**src/rtl/ctrl_pipeline_if.sv**
```systemverilog
// Control-pipeline bundle: ID-stage decode inputs, redirect, and the per-stage
// control words, enables and event counters the pipeline drives back.
interface ctrl_pipeline_if #(
    parameter int CNT_W = 16,
    parameter int REG_W = 5
);
    logic             id_valid;
    logic [9:0]       id_ctrl;
    logic [REG_W-1:0] id_rs1;
    logic [REG_W-1:0] id_rs2;
    logic [REG_W-1:0] id_rd;
    logic             id_use_rs1;
    logic             id_use_rs2;
    logic             ex_redirect;
    logic             pc_write;
    logic             if_flush;
    logic [9:0]       ex_ctrl;
    logic [9:0]       mem_ctrl;
    logic [9:0]       wb_ctrl;
    logic [REG_W-1:0] ex_rd;
    logic [REG_W-1:0] mem_rd;
    logic [REG_W-1:0] wb_rd;
    logic [CNT_W-1:0] stall_cnt;
    logic [CNT_W-1:0] flush_cnt;

    modport master (
        output id_valid, id_ctrl, id_rs1, id_rs2, id_rd, id_use_rs1, id_use_rs2, ex_redirect,
        input  pc_write, if_flush, ex_ctrl, mem_ctrl, wb_ctrl, ex_rd, mem_rd, wb_rd,
               stall_cnt, flush_cnt
    );

    modport slave (
        input  id_valid, id_ctrl, id_rs1, id_rs2, id_rd, id_use_rs1, id_use_rs2, ex_redirect,
        output pc_write, if_flush, ex_ctrl, mem_ctrl, wb_ctrl, ex_rd, mem_rd, wb_rd,
               stall_cnt, flush_cnt
    );
endinterface

```
**src/rtl/ctrl_pipeline.sv**
```systemverilog
// Carries decoded control words ID->EX->MEM->WB, inserts load-use bubbles,
// applies branch/jump flushes and keeps saturating stall/flush counters.
module ctrl_pipeline #(
    parameter int CNT_W = 16,
    parameter int REG_W = 5
) (
    input  logic           clk,
    input  logic           rstn,
    ctrl_pipeline_if.slave bus
);
    localparam int MEM_READ_BIT = 6;

    logic [9:0]       ex_ctrl_q, ex_ctrl_d, mem_ctrl_q, wb_ctrl_q;
    logic [REG_W-1:0] ex_rd_q, ex_rd_d, mem_rd_q, wb_rd_q;
    logic [CNT_W-1:0] stall_cnt_q, stall_cnt_d, flush_cnt_q, flush_cnt_d;
    logic             hazard;
    logic             redirect;
    logic             rs1_match;
    logic             rs2_match;

    always_comb begin
        redirect  = bus.ex_redirect;
        rs1_match = bus.id_use_rs1 && (bus.id_rs1 == ex_rd_q);
        rs2_match = bus.id_use_rs2 && (bus.id_rs2 == ex_rd_q);
        // x0 is never a real destination, so a load to it cannot stall.
        hazard    = bus.id_valid && ex_ctrl_q[MEM_READ_BIT] && (ex_rd_q != '0)
                    && (rs1_match || rs2_match);

        ex_ctrl_d   = bus.id_ctrl;
        ex_rd_d     = bus.id_rd;
        if (redirect || hazard || !bus.id_valid) begin
            ex_ctrl_d = '0;
            ex_rd_d   = '0;
        end

        stall_cnt_d = stall_cnt_q;
        flush_cnt_d = flush_cnt_q;
        // Redirect wins: a simultaneous hazard is squashed, not counted as a stall.
        if (redirect) begin
            if (flush_cnt_q != '1) flush_cnt_d = flush_cnt_q + CNT_W'(1);
        end else if (hazard) begin
            if (stall_cnt_q != '1) stall_cnt_d = stall_cnt_q + CNT_W'(1);
        end
    end

    always_ff @(posedge clk) begin
        if (!rstn) begin
            ex_ctrl_q   <= '0;
            mem_ctrl_q  <= '0;
            wb_ctrl_q   <= '0;
            ex_rd_q     <= '0;
            mem_rd_q    <= '0;
            wb_rd_q     <= '0;
            stall_cnt_q <= '0;
            flush_cnt_q <= '0;
        end else begin
            ex_ctrl_q   <= ex_ctrl_d;
            ex_rd_q     <= ex_rd_d;
            mem_ctrl_q  <= ex_ctrl_q;
            mem_rd_q    <= ex_rd_q;
            wb_ctrl_q   <= mem_ctrl_q;
            wb_rd_q     <= mem_rd_q;
            stall_cnt_q <= stall_cnt_d;
            flush_cnt_q <= flush_cnt_d;
        end
    end

    assign bus.pc_write  = !hazard || redirect;
    assign bus.if_flush  = redirect;
    assign bus.ex_ctrl   = ex_ctrl_q;
    assign bus.mem_ctrl  = mem_ctrl_q;
    assign bus.wb_ctrl   = wb_ctrl_q;
    assign bus.ex_rd     = ex_rd_q;
    assign bus.mem_rd    = mem_rd_q;
    assign bus.wb_rd     = wb_rd_q;
    assign bus.stall_cnt = stall_cnt_q;
    assign bus.flush_cnt = flush_cnt_q;
endmodule

```
**src/flat_wrapper.sv**
```systemverilog
// flat-port wrapper written by rule: the top's interface ports become plain ports
module ctrl_pipeline_flat 
#(
    parameter int CNT_W = 16,
    parameter int REG_W = 5
)
  (clk, rstn, bus_id_valid, bus_id_ctrl, bus_id_rs1, bus_id_rs2, bus_id_rd, bus_id_use_rs1, bus_id_use_rs2, bus_ex_redirect, bus_pc_write, bus_if_flush, bus_ex_ctrl, bus_mem_ctrl, bus_wb_ctrl, bus_ex_rd, bus_mem_rd, bus_wb_rd, bus_stall_cnt, bus_flush_cnt);
  ctrl_pipeline_if #(.CNT_W(CNT_W), .REG_W(REG_W)) bus_i ();
  input  logic clk;
  input  logic rstn;
  input wire logic [$bits(bus_i.id_valid)-1:0] bus_id_valid;
  input wire logic [$bits(bus_i.id_ctrl)-1:0] bus_id_ctrl;
  input wire logic [$bits(bus_i.id_rs1)-1:0] bus_id_rs1;
  input wire logic [$bits(bus_i.id_rs2)-1:0] bus_id_rs2;
  input wire logic [$bits(bus_i.id_rd)-1:0] bus_id_rd;
  input wire logic [$bits(bus_i.id_use_rs1)-1:0] bus_id_use_rs1;
  input wire logic [$bits(bus_i.id_use_rs2)-1:0] bus_id_use_rs2;
  input wire logic [$bits(bus_i.ex_redirect)-1:0] bus_ex_redirect;
  output wire logic [$bits(bus_i.pc_write)-1:0] bus_pc_write;
  output wire logic [$bits(bus_i.if_flush)-1:0] bus_if_flush;
  output wire logic [$bits(bus_i.ex_ctrl)-1:0] bus_ex_ctrl;
  output wire logic [$bits(bus_i.mem_ctrl)-1:0] bus_mem_ctrl;
  output wire logic [$bits(bus_i.wb_ctrl)-1:0] bus_wb_ctrl;
  output wire logic [$bits(bus_i.ex_rd)-1:0] bus_ex_rd;
  output wire logic [$bits(bus_i.mem_rd)-1:0] bus_mem_rd;
  output wire logic [$bits(bus_i.wb_rd)-1:0] bus_wb_rd;
  output wire logic [$bits(bus_i.stall_cnt)-1:0] bus_stall_cnt;
  output wire logic [$bits(bus_i.flush_cnt)-1:0] bus_flush_cnt;
  assign bus_i.id_valid = bus_id_valid;
  assign bus_i.id_ctrl = bus_id_ctrl;
  assign bus_i.id_rs1 = bus_id_rs1;
  assign bus_i.id_rs2 = bus_id_rs2;
  assign bus_i.id_rd = bus_id_rd;
  assign bus_i.id_use_rs1 = bus_id_use_rs1;
  assign bus_i.id_use_rs2 = bus_id_use_rs2;
  assign bus_i.ex_redirect = bus_ex_redirect;
  assign bus_pc_write = bus_i.pc_write;
  assign bus_if_flush = bus_i.if_flush;
  assign bus_ex_ctrl = bus_i.ex_ctrl;
  assign bus_mem_ctrl = bus_i.mem_ctrl;
  assign bus_wb_ctrl = bus_i.wb_ctrl;
  assign bus_ex_rd = bus_i.ex_rd;
  assign bus_mem_rd = bus_i.mem_rd;
  assign bus_wb_rd = bus_i.wb_rd;
  assign bus_stall_cnt = bus_i.stall_cnt;
  assign bus_flush_cnt = bus_i.flush_cnt;
  ctrl_pipeline #(.CNT_W(CNT_W), .REG_W(REG_W)) u_core (.clk(clk), .rstn(rstn), .bus(bus_i));
endmodule
```
**config.mk**
```make
export PLATFORM = sky130hd
export DESIGN_NAME = ctrl_pipeline_flat
export DESIGN_NICKNAME = d
export VERILOG_FILES = /design/src/rtl/ctrl_pipeline_if.sv /design/src/rtl/ctrl_pipeline.sv /design/src/flat_wrapper.sv
export SDC_FILE = /design/constraint.sdc
export NUM_CORES = 1
export LEC_CHECK = 0
export CELL_PAD_IN_SITES_DETAIL_PLACEMENT = 0
export CELL_PAD_IN_SITES_GLOBAL_PLACEMENT = 1
export CORE_UTILIZATION = 35
export DETAILED_ROUTE_END_ITERATION = 12
export DONT_BUFFER_PORTS = 1
export PLACE_DENSITY = 0.63
export SLEW_MARGIN = 20
export SYNTH_ARGS = -nofsm -noshare
export SYNTH_HDL_FRONTEND = slang
export SYNTH_SLANG_ARGS = --single-unit
```
**constraint.sdc**
```tcl
create_clock -name clk -period 4.5 [get_ports clk]
set_input_delay 0.9 -clock clk [delete_from_list [all_inputs] [get_ports clk]]
set_output_delay 0.9 -clock clk [all_outputs]
set_load 0.05 [all_outputs]
```
# [After elaboration in Yosys (flattened, before gate mapping)]
# Index checks and enable logic that the tools add are counted.
[classes] addsub=2 multipliers=0 div=0 n_lt_le_gt_ge=0 eq_ne=4 shifts=0 muxes=0 bitwise=2 n_reduce_logical=15
[ops] operator="16-bit by 1-bit adder with 16-bit output (second input constant)" count=2
[ops] operator="16-bit != test (second input constant)" count=2
[ops] operator="5-bit == test" count=2
[ops] operator="1-bit logical AND" count=5
[ops] operator="5-bit nonzero test" count=1
[ops] operator="1-bit logical OR" count=4
[ops] operator="3-bit AND reduction" count=1
[ops] operator="1-bit logical NOT" count=2
[ops] operator="1-bit NOT" count=2
[ops] operator="2-bit AND reduction" count=1
[ops] operator="2-bit OR reduction" count=1
[word_totals] ff_bits=77 latchBits=0 ram_bits=0 rom_bits=0 input_bits=31 output_inout_bits=79 word_cells=31 mem_count=0

# [Logic depth before layout (Yosys ltp)]
# Gate-level depths: netlist of the first run.
[depth] depth_word=7 depth_mapped=7 ltp_nobuf=7

# [Worst setup path before layout of the first run]
# No wires, ideal clock.
[synth_timing] path_kind="input -> output" start="input bus_id_rs1[1]" end="output bus_pc_write" t_arrival_ps=1870 t_required_ps=3600 setup_slack_ps=1730 stages=5 n_path_buf=1 path_cell_list="xnor2_1 > nand4_1 > o22ai_2 > buf_6 > nand3b_1"
[synth_between] elab_chain_cells=6
[synth_rtl] element="start: declaration" line="flat_wrapper.sv:13" text="input wire logic [$bits(bus_i.id_rs1)-1:0] bus_id_rs1;"
[synth_rtl] element="5-bit == test" line="ctrl_pipeline.sv:23" text="rs1_match = bus.id_use_rs1 && (bus.id_rs1 == ex_rd_q);"
[synth_rtl] element="1-bit logical AND" line="ctrl_pipeline.sv:23"
[synth_rtl] element="1-bit logical OR" line="ctrl_pipeline.sv:27" text="&& (rs1_match || rs2_match);"
[synth_rtl] element="1-bit logical AND" line="ctrl_pipeline.sv:27"
[synth_rtl] element="1-bit logical NOT" line="ctrl_pipeline.sv:68" text="assign bus.pc_write = !hazard || redirect;"
[synth_rtl] element="1-bit logical OR" line="ctrl_pipeline.sv:68"
[synth_rtl] element="end: declaration" line="flat_wrapper.sv:19" text="output wire logic [$bits(bus_i.pc_write)-1:0] bus_pc_write;"
# Every way passes these cells.

# [Worst setup path in the final report of the first run]
[layout_timing] start="register u_core.ex_rd_q[4], in the netlist u_core.bus.ex_rd[4]" end="output bus_pc_write"
[layout_between] elab_chain_cells=6 word_cells_on_any_way=10 cone_classes="eq/ne (2); reduce/logical (8)"
[layout_rtl] element="start: declaration" line="ctrl_pipeline.sv:14" text="logic [REG_W-1:0] ex_rd_q, ex_rd_d, mem_rd_q, wb_rd_q;"
[layout_rtl] element="start signal: assignment" line="ctrl_pipeline.sv:58" text="ex_rd_q <= ex_rd_d;"
[layout_rtl] element="5-bit == test (on tied branches)" line="ctrl_pipeline.sv:23, ctrl_pipeline.sv:24"
[layout_rtl] element="1-bit logical AND (on tied branches)" line="ctrl_pipeline.sv:23, ctrl_pipeline.sv:24"
[layout_rtl] element="1-bit logical OR" line="ctrl_pipeline.sv:27"
[layout_rtl] element="1-bit logical AND *" line="ctrl_pipeline.sv:27"
[layout_rtl] element="1-bit logical NOT *" line="ctrl_pipeline.sv:68"
[layout_rtl] element="1-bit logical OR *" line="ctrl_pipeline.sv:68"
# Every way passes the cells marked *; elsewhere a longest branch is shown, timed or not.

==> run_summary.xml, run 1 <==
<?xml version="1.0" encoding="UTF-8"?>
<metrics>
  <group name="setup_path">
    <metric name="start_kind" unit="">register</metric>
    <metric name="slowest_stage" unit="">sky130_fd_sc_hd__dfxtp_1</metric>
    <metric name="buf_inv_on_cp" unit="">0</metric>
    <metric name="worstPathRequired" unit="ns">3.60</metric>
    <metric name="timing.setup.critical_path_class" unit="">register to primary output</metric>
    <metric name="path_delay_family" unit="">flip-flops</metric>
    <metric name="worst_path_largest_cell_delay" unit="ns">0.74</metric>
    <metric name="critPathMaxFanout" unit="">11</metric>
    <metric name="cp.arrival" unit="ns">2.41</metric>
    <metric name="path_cells" unit="">xnor2_1 -&gt; nand4_1 -&gt; o22ai_2 -&gt; nand3b_1</metric>
    <metric name="worst_setup_path_end_kind" unit="">primary output</metric>
  </group>
  <group name="pwr">
    <metric name="p_leak" unit="nW">1.15</metric>
    <metric name="combinational_power_share" unit="%">2.1</metric>
    <metric name="post-layout-total-power" unit="mW">1.29</metric>
    <metric name="power.switching" unit="mW">0.325</metric>
    <metric name="share_of_total_power_in_sequential_cells" unit="%">56.6</metric>
    <metric name="irDropWorstVdd" unit="uV">153</metric>
    <metric name="switching_part_of_the_total" unit="%">25.2</metric>
    <metric name="internal_power" unit="mW">0.966</metric>
    <metric name="power.density" unit="nW/um^2">405</metric>
    <metric name="power.clock.fraction" unit="%">41.4</metric>
  </group>
  <group name="synth">
    <metric name="synth-async-reset-ratio" unit="%">0</metric>
    <metric name="yosys_warnings" unit="">0</metric>
    <metric name="postSynthNetCount" unit="">323</metric>
    <metric name="synth.yosys.seq_area_share" unit="%">53.1</metric>
    <metric name="yosysTopAreaCell" unit="">sky130_fd_sc_hd__dfxtp_1</metric>
    <metric name="ys_top_cells_by_count" unit="">sky130_fd_sc_hd__dfxtp_1 (77), sky130_fd_sc_hd__and2_1 (47), sky130_fd_sc_hd__nor2_1 (29)</metric>
    <metric name="seq_cells_post_synth" unit="">77</metric>
    <metric name="post_synth_edffs" unit="">0</metric>
    <metric name="post_synth_main_area_contributors" unit="">sky130_fd_sc_hd__dfxtp_1 (53%), sky130_fd_sc_hd__and2_1 (10%), sky130_fd_sc_hd__xnor2_1 (5.1%), sky130_fd_sc_hd__xor2_1 (4.2%), sky130_fd_sc_hd__nor2_1 (3.8%)</metric>
    <metric name="synthesis.area" unit="um^2">2900</metric>
    <metric name="synth.lib_cells_used.distinct" unit="">45</metric>
    <metric name="syn_area_per_cell" unit="um^2">10.0</metric>
    <metric name="yosysMostFrequentCell" unit="">sky130_fd_sc_hd__dfxtp_1</metric>
    <metric name="yosysTopAreaCellShare" unit="%">53.1</metric>
    <metric name="postSynthCellCount" unit="">290</metric>
    <metric name="yosys_most_used_dff" unit="">sky130_fd_sc_hd__dfxtp_1</metric>
  </group>
  <group name="place">
    <metric name="dpl_worst_slack" unit="ns">1.40</metric>
    <metric name="placer_s_final_routability_congestion_estimate" unit="">0.746</metric>
    <metric name="port_buffers" unit="">0</metric>
    <metric name="hpwl" unit="mm">4.32</metric>
    <metric name="dp_cells" unit="">383</metric>
    <metric name="dpl-instance-area" unit="um^2">2980</metric>
  </group>
  <group name="clock_tree">
    <metric name="clock_tree_from_tritoncts" unit="">yes</metric>
    <metric name="postCtsSetupRepairBufs" unit="">0</metric>
    <metric name="inserted_clock_buffers" unit="">9</metric>
    <metric name="hold_buffers" unit="">0</metric>
    <metric name="clock_tree.htree_level_count" unit="">3</metric>
    <metric name="cts_repair_resize_count" unit="">0</metric>
    <metric name="clock_tree.buffer_depth" unit="">2</metric>
    <metric name="clock_latency" unit="ns">0.34</metric>
    <metric name="clock_sink_count" unit="">77</metric>
    <metric name="cts_root_buffer" unit="">sky130_fd_sc_hd__clkbuf_8</metric>
    <metric name="path_clk_slew" unit="ns">0.09</metric>
  </group>
  <group name="sta">
    <metric name="whs" unit="ns">0.668</metric>
    <metric name="report.final.slew_viol_count" unit="">0</metric>
    <metric name="worst_setup_margin" unit="ns">1.19</metric>
    <metric name="timing.final.crit_share" unit="%">73.7</metric>
    <metric name="rsz0062_at_grt" unit="">false</metric>
    <metric name="slew-limit-headroom" unit="%">42.4</metric>
    <metric name="tightestPinTransition" unit="ns">0.863</metric>
    <metric name="setup-violations-final" unit="">0</metric>
    <metric name="clock_skew" unit="ns">0.00795</metric>
    <metric name="hold_violations" unit="">0</metric>
    <metric name="finalWorstPathRequiredPeriod" unit="ns">3.31</metric>
    <metric name="max_clock_freq" unit="MHz">302</metric>
    <metric name="tns" unit="ns">0</metric>
  </group>
  <group name="global_route">
    <metric name="maximum_number_of_pins_on_one_net_before_global_route_repair" unit="">44</metric>
    <metric name="grt_first_pass_wirelength" unit="mm">9.99</metric>
    <metric name="via_count_of_the_first_global_routing_pass" unit="">1926</metric>
    <metric name="antenna_found_initial" unit="">0</metric>
    <metric name="grt_overflow_total" unit="">0</metric>
    <metric name="combined_global_route_utilization_of_all_metal_layers" unit="%">15.0</metric>
  </group>
  <group name="floorplan">
    <metric name="die_width" unit="um">93.1</metric>
    <metric name="design.portCount" unit="">110</metric>
    <metric name="floorplan.core_area" unit="um^2">7890</metric>
    <metric name="floorplan.die_area" unit="um^2">8660</metric>
    <metric name="die_ht" unit="um">93.1</metric>
    <metric name="floorplan.initialDensity" unit="%">36.8</metric>
    <metric name="std_cell_rows" unit="">32</metric>
  </group>
  <group name="layout">
    <metric name="post-route-util" unit="%">40.4</metric>
    <metric name="instances_no_fill" unit="">400</metric>
    <metric name="share_of_post_route_cells_with_drive_strength_above_1" unit="%">9.76</metric>
    <metric name="filler_cell_count" unit="">791</metric>
    <metric name="final_cell_area" unit="um^2">3190</metric>
    <metric name="layout-area-overhead-vs-synth" unit="%">9.74</metric>
    <metric name="fin_nets" unit="">325</metric>
  </group>
  <group name="routing">
    <metric name="vias_per_cell" unit="">4.94</metric>
    <metric name="dr.pass1.iters" unit="">4</metric>
    <metric name="detailedRoute.firstIterationViolations" unit="">51</metric>
    <metric name="postRouteAntennaNets" unit="">0</metric>
    <metric name="routed-via-count" unit="">1974</metric>
    <metric name="drc" unit="">0</metric>
    <metric name="average_wire_per_cell_in_the_routed_design" unit="um">15.5</metric>
    <metric name="total_wirelength_of_the_detailed_routed_design" unit="mm">6.22</metric>
  </group>
  <group name="status">
    <metric name="outcome" unit="">finished clean</metric>
  </group>
  <group name="min_path">
    <metric name="timing.hold.worst.class" unit="">input port to register</metric>
  </group>
  <group name="flow_run">
    <metric name="maxCapViolations" unit="">0</metric>
  </group>
</metrics>
## layer usage
layer	global-route usage [%]	routed length (um)	share of wire, %	vias up
met4	5.26	68	1.1	0
met5	0	0	0	-
met2	23.0	2860	46	77
met3	6.99	522	8.4	7
met1	18.3	2770	45	907
li1	-	-	-	983
## power groups by stage
stage,logic [mW],clock network [mW],registers (mW)
floorplan,0.0294,0,0.743
global placement,0.0266,0,0.746
detailed placement,0.0271,0,0.746
CTS,0.0273,0.553,0.730
global route,0.0310,0.585,0.732
finish,0.0268,0.534,0.730
## state kept, by name, indices dropped and copies added (netlist names)
name                  count
u_core.bus.wb_ctrl       10
u_core.bus.stall_cnt     16
u_core.bus.mem_ctrl      10
u_core.bus.flush_cnt     16
u_core.bus.wb_rd          5
u_core.bus.ex_rd          5
u_core.bus.ex_ctrl       10
u_core.bus.mem_rd         5
## final cells by class
class,count,area (um^2),share of cell area (%)
flip-flops and latches,77,1540,48.4
multi-input cells,201,1300,40.7
well taps,102,128,4.01
clock buffers,9,124,3.89
clock inverters,7,81.3,2.55
inverters,3,11.3,0.353
diodes,1,2.50,0.0786
## worst register-to-register path, delay by kind of cell (launching register included)
kind	cells	cell delay, ns
flip-flops	1	0.70
adder cells (fa/ha/maj)	1	0.34
AND/OR/NAND/NOR	5	1.06
multiplexers	1	0.21
## worst paths after layout
path / startpoint / end / slack [ns] / cells past startpoint
setup / recovery: u_core.bus.ex_rd[4] / bus_pc_write / 1.19 / 4
hold / removal: bus_id_ctrl[7] / u_core.bus.ex_ctrl[7] / 0.67 / 1
setup reg to reg: u_core.bus.stall_cnt[0] / u_core.bus.stall_cnt[1] / 2.05 / 7
hold reg to reg: u_core.bus.flush_cnt[1] / u_core.bus.flush_cnt[1] / 0.74 / 2
## kinds of logic after synthesis
logic type                 count (synthesis)  share of synthesized area (%)
xor gates and xnor gates                  31                           9.35
and+or+nand+nor                          148                           29.2
adders and majority gates                  2                          0.862
AOI/OAI and AO/OA                         17                           4.27
buffers and inverters                     12                           2.20
DFF                                       77                           53.1
muxes                                      3                           1.03
## cell usage in the layout, fill, tap and decap left out, types with 2 or more instances in the layout
master,instances
sky130_fd_sc_hd__ha_1,2
sky130_fd_sc_hd__nor4_1,2
sky130_fd_sc_hd__inv_1,3
sky130_fd_sc_hd__nand2_1,16
sky130_fd_sc_hd__and2_1,47
sky130_fd_sc_hd__dfxtp_1,77
sky130_fd_sc_hd__o21ai_0,2
sky130_fd_sc_hd__nor3_1,2
sky130_fd_sc_hd__mux2i_1,3
sky130_fd_sc_hd__nand3_1,11
sky130_fd_sc_hd__o31ai_1,3
sky130_fd_sc_hd__a21oi_1,4
sky130_fd_sc_hd__clkinv_4,3
sky130_fd_sc_hd__and3_2,2
sky130_fd_sc_hd__xnor2_1,17
sky130_fd_sc_hd__inv_6,2
sky130_fd_sc_hd__or4_1,2
sky130_fd_sc_hd__xor2_1,14
sky130_fd_sc_hd__nand4_1,16
sky130_fd_sc_hd__clkbuf_8,9
sky130_fd_sc_hd__nor2_1,29
sky130_fd_sc_hd__nand3b_1,3
sky130_fd_sc_hd__nand2b_1,4
sky130_fd_sc_hd__o211ai_1,2
(Power assumes the default switching activity.)
==> run 2: changes to the inputs <==
==> constraint.sdc (replaced) <==
create_clock -name clk -period 3.3 [get_ports clk]
set_input_delay 0.66 -clock clk [delete_from_list [all_inputs] [get_ports clk]]
set_output_delay 0.66 -clock clk [all_outputs]
set_load 0.05 [all_outputs]
==> run_summary.xml, run 2 (synthesized netlist as in run 1, its figures left out) <==
<?xml version="1.0" encoding="UTF-8"?>
<metrics>
  <group name="setup_path">
    <metric name="rrSetupSlack" unit="ns">0.84</metric>
    <metric name="critPathMaxFanout" unit="">11</metric>
    <metric name="slowest_stage" unit="">sky130_fd_sc_hd__dfxtp_1</metric>
    <metric name="worst_setup_path_end_kind" unit="">primary output</metric>
    <metric name="start_kind" unit="">register</metric>
    <metric name="worst_path_largest_cell_delay" unit="ns">0.74</metric>
    <metric name="r2r_start" unit="">u_core.bus.ex_rd[2]</metric>
    <metric name="worstPathRequired" unit="ns">2.64</metric>
    <metric name="crit-reg2reg-capture" unit="">u_core.bus.stall_cnt[14]</metric>
    <metric name="cp.arrival" unit="ns">2.23</metric>
    <metric name="cell_depth_of_the_worst_flop_to_flop_path" unit="">6</metric>
    <metric name="timing.setup.critical_path_class" unit="">register to primary output</metric>
    <metric name="path_cells" unit="">xnor2_1 -&gt; nand4_1 -&gt; o22ai_2 -&gt; nand3b_1 -&gt; buf_4</metric>
  </group>
  <group name="pwr">
    <metric name="p_leak" unit="nW">1.29</metric>
    <metric name="irDropWorstVdd" unit="uV">208</metric>
    <metric name="power.density" unit="nW/um^2">536</metric>
    <metric name="post-layout-total-power" unit="mW">1.82</metric>
  </group>
  <group name="sta">
    <metric name="hold_violations" unit="">0</metric>
    <metric name="finalWorstPathRequiredPeriod" unit="ns">2.89</metric>
    <metric name="whs" unit="ns">0.436</metric>
    <metric name="setup-violations-final" unit="">0</metric>
    <metric name="tns" unit="ns">0</metric>
    <metric name="report.final.slew_viol_count" unit="">0</metric>
    <metric name="rsz0062_at_grt" unit="">false</metric>
    <metric name="clock_skew" unit="ns">0.00993</metric>
    <metric name="timing.final.crit_share" unit="%">87.6</metric>
    <metric name="tightestPinTransition" unit="ns">0.867</metric>
    <metric name="slew-limit-headroom" unit="%">42.1</metric>
    <metric name="max_clock_freq" unit="MHz">346</metric>
  </group>
  <group name="place">
    <metric name="dpl-instance-area" unit="um^2">3170</metric>
    <metric name="port_buffers" unit="">0</metric>
    <metric name="hpwl" unit="mm">4.40</metric>
    <metric name="placer_s_final_routability_congestion_estimate" unit="">0.737</metric>
  </group>
  <group name="routing">
    <metric name="dr.pass1.iters" unit="">4</metric>
    <metric name="average_wire_per_cell_in_the_routed_design" unit="um">14.8</metric>
    <metric name="postRouteAntennaNets" unit="">0</metric>
    <metric name="vias_per_cell" unit="">4.87</metric>
    <metric name="detailedRoute.firstIterationViolations" unit="">40</metric>
    <metric name="drc" unit="">0</metric>
    <metric name="total_wirelength_of_the_detailed_routed_design" unit="mm">6.28</metric>
    <metric name="routed-via-count" unit="">2064</metric>
  </group>
  <group name="global_route">
    <metric name="via_count_of_the_first_global_routing_pass" unit="">2059</metric>
    <metric name="maximum_number_of_pins_on_one_net_before_global_route_repair" unit="">44</metric>
    <metric name="grt_overflow_total" unit="">0</metric>
    <metric name="combined_global_route_utilization_of_all_metal_layers" unit="%">15.3</metric>
    <metric name="grt_first_pass_wirelength" unit="mm">10.3</metric>
    <metric name="antenna_found_initial" unit="">0</metric>
  </group>
  <group name="layout">
    <metric name="final_common_cell" unit="">sky130_fd_sc_hd__dfxtp_1</metric>
    <metric name="layout.cells.most_common_list" unit="">sky130_fd_sc_hd__dfxtp_1 (77), sky130_fd_sc_hd__and2_1 (47), sky130_fd_sc_hd__nor2_1 (29), sky130_fd_sc_hd__buf_4 (25), sky130_fd_sc_hd__xnor2_1 (17)</metric>
    <metric name="fin_nets" unit="">350</metric>
    <metric name="layout-area-overhead-vs-synth" unit="%">16.7</metric>
    <metric name="insertedDiodeCount" unit="">0</metric>
    <metric name="share_of_post_route_cells_with_drive_strength_above_1" unit="%">16.8</metric>
    <metric name="final_cell_area" unit="um^2">3390</metric>
  </group>
  <group name="clock_tree">
    <metric name="cts_repair_resize_count" unit="">0</metric>
    <metric name="postCtsSetupRepairBufs" unit="">0</metric>
    <metric name="clock_latency" unit="ns">0.34</metric>
    <metric name="clock_sink_count" unit="">77</metric>
    <metric name="clock_tree_from_tritoncts" unit="">yes</metric>
    <metric name="path_clk_slew" unit="ns">0.08</metric>
    <metric name="cts_root_buffer" unit="">sky130_fd_sc_hd__clkbuf_8</metric>
    <metric name="inserted_clock_buffers" unit="">9</metric>
    <metric name="clock_tree.buffer_depth" unit="">2</metric>
    <metric name="clock_tree.htree_level_count" unit="">3</metric>
    <metric name="hold_buffers" unit="">0</metric>
  </group>
  <group name="floorplan">
    <metric name="design.portCount" unit="">110</metric>
    <metric name="floorplan.initialDensity" unit="%">36.8</metric>
    <metric name="floorplan.core_area" unit="um^2">7890</metric>
    <metric name="floorplan.die_area" unit="um^2">8660</metric>
    <metric name="die_width" unit="um">93.1</metric>
    <metric name="std_cell_rows" unit="">32</metric>
    <metric name="die_ht" unit="um">93.1</metric>
  </group>
  <group name="status">
    <metric name="outcome" unit="">finished clean</metric>
  </group>
  <group name="min_path">
    <metric name="timing.hold.worst.class" unit="">input port to register</metric>
    <metric name="holdPathEnd" unit="">u_core.bus.ex_ctrl[7]</metric>
    <metric name="cell_count_of_the_worst_hold_path" unit="">1</metric>
    <metric name="startpoint_of_the_lowest_slack_hold_path" unit="">bus_id_ctrl[7]</metric>
  </group>
  <group name="flow_run">
    <metric name="maxCapViolations" unit="">0</metric>
  </group>
</metrics>
run 2: worst max-delay path by stage:
stage | from | to | slack, ns | depth (start not counted)
after floorplan | u_core.bus.ex_rd[1] | bus_pc_write | 0.92 | 3
after global placement | u_core.bus.ex_rd[1] | bus_pc_write | 0.80 | 5
after detailed placement | u_core.bus.ex_rd[4] | bus_pc_write | 0.77 | 5
after CTS | u_core.bus.ex_rd[2] | bus_pc_write | 0.38 | 5
after global routing | u_core.bus.ex_rd[1] | bus_pc_write | 0.22 | 5
final | u_core.bus.ex_rd[2] | bus_pc_write | 0.41 | 5
run 2: report_power, final:
part	internal, mW	switching (mW)	total (mW)	leakage (nW)
Sequential	0.941	0.0409	0.981	0.623
Clock	0.428	0.352	0.780	0.106
Combinational	0.0214	0.0333	0.0546	0.559
Total	1.39	0.426	1.82	1.29
run 2: routing by layer:
metal  vias up  GRT usage (%)  share of wire [%]
li1       1030              -                  -
met1       947           17.4                 43
met2        82           25.1                 47
met3         5           7.32                9.0
met4         0           5.38                1.2
met5         -              0                  0
run 2: layout make-up:
type | count | area [um^2]
sequential | 77 | 1540
fill | 760 | 4500
tap | 102 | 128
inverter | 3 | 11.3
clock inverter | 7 | 97.6
timing repair buffer | 25 | 188
multi-input combinational | 201 | 1300
clock buffer | 9 | 124
run 2: through the flow:
stage               util (%)  std cells  setup slack (ns)
finish                  42.9        424             0.410
global route            42.9        424             0.224
CTS                     42.9        424             0.379
detailed placement      40.1        408             0.775
global placement        40.1        408             0.796
floorplan                  -        290             0.922
run 2: worst max-delay path: cells and delay by family (launching register included):
family	cells	cell delay, ns
xor gates and xnor gates	1	0.19
and+or+nand+nor	2	0.26
buffers and inverters	1	0.22
DFF	1	0.74
AOI/OAI and AO/OA	1	0.48
